### src/rtl/serial_add_pkg.sv
// Shared types for the bit-serial adder controller.
// State encoding and counter sizing helper.
package serial_add_pkg;

  typedef enum logic [1:0] {
    IDLE = 2'd0,
    RUN  = 2'd1,
    DONE = 2'd2
  } state_t;

  function automatic int cnt_w(input int w);
    return (w < 2) ? 1 : $clog2(w);
  endfunction

endpackage

### src/rtl/serial_add_ctrl_full_adder.sv
// One-bit full adder; the only arithmetic in the serial adder.
// Purely combinational.
module full_adder (
  input  logic A,
  input  logic B,
  input  logic Cin,
  output logic Sum,
  output logic Cout
);

  assign Sum  = A ^ B ^ Cin;
  assign Cout = (A & B) | (Cin & (A ^ B));

endmodule

### src/rtl/serial_add_ctrl.sv
// Bit-serial adder sequencer: LSB-first through one full adder.
// Optional subtract port enabled by SERIAL_ADD_SUB_EN.
module serial_add_ctrl #(
  parameter int WIDTH = 8
) (
  input  logic             clk,
  input  logic             rst_n,
  input  logic             start,
  input  logic [WIDTH-1:0] A,
  input  logic [WIDTH-1:0] B,
  input  logic             Cin,
`ifdef SERIAL_ADD_SUB_EN
  input  logic             sub,
`endif
  output logic [WIDTH-1:0] Sum,
  output logic             Cout,
  output logic             ovf,
  output logic             busy,
  output logic             done
);

  import serial_add_pkg::*;

  localparam int CW = cnt_w(WIDTH);
  localparam logic [CW-1:0] LAST = CW'(WIDTH - 1);

  state_t           state;
  logic [WIDTH-1:0] a_sr;
  logic [WIDTH-1:0] b_sr;
  logic [WIDTH-2:0] s_sr;
  logic             c;
  logic [CW-1:0]    cnt;

  logic             fa_sum;
  logic             fa_cout;
  logic [WIDTH-1:0] s_nxt;
  logic [WIDTH-1:0] b_ld;
  logic             c_ld;

  full_adder u_fa (
    .A    (a_sr[0]),
    .B    (b_sr[0]),
    .Cin  (c),
    .Sum  (fa_sum),
    .Cout (fa_cout)
  );

  // s_nxt[0] is the first bit produced; only the last step reads it.
  assign s_nxt = {fa_sum, s_sr};

  always_comb begin
    b_ld = B;
    c_ld = Cin;
`ifdef SERIAL_ADD_SUB_EN
    if (sub) begin
      b_ld = ~B;
      c_ld = 1'b1;
    end
`endif
  end

  always_ff @(posedge clk or negedge rst_n) begin
    if (!rst_n) begin
      state <= IDLE;
      a_sr  <= '0;
      b_sr  <= '0;
      s_sr  <= '0;
      c     <= 1'b0;
      cnt   <= '0;
      Sum   <= '0;
      Cout  <= 1'b0;
      ovf   <= 1'b0;
      busy  <= 1'b0;
      done  <= 1'b0;
    end else begin
      unique case (state)
        IDLE: begin
          if (start) begin
            a_sr  <= A;
            b_sr  <= b_ld;
            c     <= c_ld;
            cnt   <= '0;
            busy  <= 1'b1;
            state <= RUN;
          end
        end
        RUN: begin
          s_sr <= s_nxt[WIDTH-1:1];
          a_sr <= a_sr >> 1;
          b_sr <= b_sr >> 1;
          c    <= fa_cout;
          cnt  <= cnt + CW'(1);
          if (cnt == LAST) begin
            Sum   <= s_nxt;
            Cout  <= fa_cout;
            ovf   <= c ^ fa_cout;
            busy  <= 1'b0;
            done  <= 1'b1;
            state <= DONE;
          end
        end
        DONE: begin
          done  <= 1'b0;
          state <= IDLE;
        end
        default: begin
          busy  <= 1'b0;
          done  <= 1'b0;
          state <= IDLE;
        end
      endcase
    end
  end

endmodule
### config.mk
export PLATFORM = sky130hd
export DESIGN_NAME = serial_add_ctrl
export DESIGN_NICKNAME = d
export VERILOG_FILES = /design/src/rtl/serial_add_pkg.sv /design/src/rtl/serial_add_ctrl_full_adder.sv /design/src/rtl/serial_add_ctrl.sv
export SDC_FILE = /design/constraint.sdc
export NUM_CORES = 1
export LEC_CHECK = 0
export ABC_CLOCK_PERIOD_IN_PS = 2100
export BUFFER_PORTS_ARGS = -buffer_cell sky130_fd_sc_hd__buf_2
export CAP_MARGIN = 20
export CORE_MARGIN = 8
export CORE_UTILIZATION = 50
export CTS_CLUSTER_DIAMETER = 50
export DETAILED_ROUTE_END_ITERATION = 16
export PLACE_DENSITY_LB_ADDON = 0.25
export SKIP_CTS_REPAIR_TIMING = 1
export SLEW_MARGIN = 30
export SYNTH_ARGS = -nofsm -noshare
export SYNTH_HDL_FRONTEND = slang
export SYNTH_SLANG_ARGS = --single-unit
### constraint.sdc
create_clock -name clk -period 2.1 [get_ports clk]
set_input_delay 0.315 -clock clk [delete_from_list [all_inputs] [get_ports clk]]
set_output_delay 0.315 -clock clk [all_outputs]
set_load 0.005 [all_outputs]
==> out/qor.yml <==
syn_area_mm2: 0.00192
setup_viol: 0
ys_seq_area_frac: 0.535
r2r_cells: 4
area_growth_syn_to_layout_pct: 10.3
die_w_um: 77.9
cts.sinks: 41
syn_nets: 192
power_density_mw_per_mm2: 1460
synth_area_leaders: "dfrtp_1 (53%), mux2_4 (5.5%), nand2_1 (5.1%)"
arrival_ns: 1.76
place_ws_ns: 0.540
ys_types: 27
power_frac_seq: 0.467
ir_drop_v: 0.000634
route.detailed.drc: 0
dp_hpwl_um: 2480
cpPeakStageDelay_ns: 0.41
skew_ns: 0.00886
slew_viol_final: 0
grt.overflow.total: 0
utilization: 0.574
finalNetCount: 219
grt.met1_usage: 0.166
gp_congestion: 0.751
crit_fanout: 12
max_clock_freq_ghz: 0.638
drv_cap: 0
clk_latency_ns: 0.30
post_drt_wl_per_cell_um: 15.0
tritoncts: "yes"
power_frac_clock: 0.166
grt_use_met3: 0.0403
worstSetupPathType: "flip-flop to flip-flop"
grt_first_pass_wirelength_um: 6220
rrSetupSlack_ns: 0.53
cp_top_family: "adder cells"
syn-instance-count: 169
period_needed_ns: 1.57
rows: 22
drt_wl_total_um: 3680
reg2reg_from: "cnt[0]"
drive_gt1_frac: 0.299
ant_nets: 0
coreArea_mm2: 0.00369
rsz0062_at_grt: "false"
setup_ws_ns: 0.533
final_common_cell: "dfrtp_1"
cp.required_ns: 2.29
busiest_layer: "met2"
yosysTopAreaCell: "dfrtp_1"
start_kind: "flip-flop"
dp_cells: 237
total_power_mw: 3.10
tightest_slew_ns: 0.576
status: "complete, but fails checks"
p_sw_mw: 1.14
n_antenna_cell: 0
ioPinCount: 32
violations: "negative hold slack"
met2_usage: 0.179
slew_headroom: 0.615
cp_num_cells: 4
p_int_mw: 1.96
leakage_nw: 1.01
crit_end: "Sum[0]"
dr_total_vias: 1345
period_share: 0.746
die_y_um: 77.9
fin_hold_ws_ns: -0.0209
final_cell_mix: "dfrtp_1 (41), buf_2 (30), nand2_1 (26), nor3_1 (15), nor2_1 (14)"
yosysTopAreaCellShare: 0.535
vias_per_cell: 5.49
hold_viol: 34
grt_max_degree: 42
crit_start: "cnt[0]"
fp.dieArea_mm2: 0.00607
critPathBufInv: 0
switching_share: 0.368
clk_pin_slew_ns: 0.08
tns_ns: 0
rr_endpoint: "Sum[0]"
cp_cell_sequence: "ha_1 > ha_1 > nand3b_4 > mux2_2"
synth.avg_cell_area_um2: 11.3
start_util: 0.520
grtUsageTotal: 0.127
ys_ff_latch: 41
antenna_found_initial: 0
cts_root_buffer: "clkbuf_8"
cp_slowest_cell: "dfrtp_1"
power_frac_comb: 0.367
drt_first_pass_iters: 4
numCtsBuffers: 5
yosys_warnings: 0
instances_no_fill: 245
cp_common_cell: "ha_1"
fillerInstances: 324
drtIter0Drc: 81
clockBufferDepth: 2
hp-class: "primary input to asynchronous set/reset pin"
io_buffer_count: 31
grt_pass1_vias: 1303
worst_setup_path_end_kind: "flip-flop"
ctsHtreeMaxLevel: 2
==> registers in the layout, indices dropped and copies added, names as in the netlist, 2 cells and up <==
name / count
state: 2
a_sr: 8
Sum: 8
cnt: 3
s_sr: 7
b_sr: 8
==> layout make-up <==
cell class	instances	area, um2	area share
Clock buffer	5	68.8	0.0325
Clock inverter	3	17.5	0.00828
Timing Repair Buffer	32	165	0.0781
Multi-Input combinational cell	113	767	0.363
Sequential cell	41	1030	0.485
Inverter	3	11.3	0.00532
Tap cell	48	60.1	0.0284
==> logic make-up (layout without fill, tap and decap cells) <==
logic type,count (synthesis),count (layout),share of synthesized area
simple gates,64,64,0.168
flops,41,41,0.535
compound gates,35,35,0.132
buf+inv,15,43,0.0652
mux,10,10,0.0718
fa+ha+maj,3,3,0.0235
xor+xnor,1,1,0.00457
==> synth_stat cells <==
cell and count:
ha_1 2, buf_4 4, o32ai_1 9, o21ai_1 1, or2_1 1, nand2_1 26
xnor2_1 1, mux2_2 2, nand3b_4 1, mux2i_1 1, inv_2 1, a21oi_1 1
clkbuf_2 1, nor3_1 15, nor2b_1 2, a22o_1 2, o22ai_2 3, fa_1 1
nor3_2 3, o21ai_0 7, nor2_1 14, dfrtp_1 41, buf_6 7, o22ai_1 12
mux2_4 7, inv_1 2, nand2b_4 2
==> power by group through the flow <==
stage	logic, mW	registers [mW]	clock network, mW
after floorplan	0.965	1.39	0
after global placement	1.10	1.44	0
after detailed placement	1.15	1.46	0
after CTS	1.16	1.45	0.528
after global routing	1.28	1.50	0.563
final	1.14	1.45	0.516
==> worst min path at each step <==
stage / slack [ns] / cells past startpoint / start / end
finish: -0.02 / 1 / rst_n / Sum[4]
global route: 0.02 / 1 / rst_n / Sum[4]
floorplan: 0.02 / 0 / rst_n / Cout
detailed placement: 0.48 / 1 / cnt[0] / cnt[0]
CTS: 0.17 / 1 / rst_n / Sum[4]
global placement: 0.46 / 2 / s_sr[0] / s_sr[0]
==> through the flow <==
stage / instance area [um2] / hold slack [ns]
after global placement: 2030 / 0.456
after CTS: 2110 / 0.170
final: 2120 / -0.0209
after global routing: 2120 / 0.0183
after floorplan: 1920 / 0.0194
after detailed placement: 2030 / 0.480
==> routing by layer <==
metal,wire length [um],up-vias
li1,-,653
met1,1670,650
met2,1700,34
met3,221,8
met4,85,0
met5,0,-
Note: power is estimated with default switching activity, not from simulation.
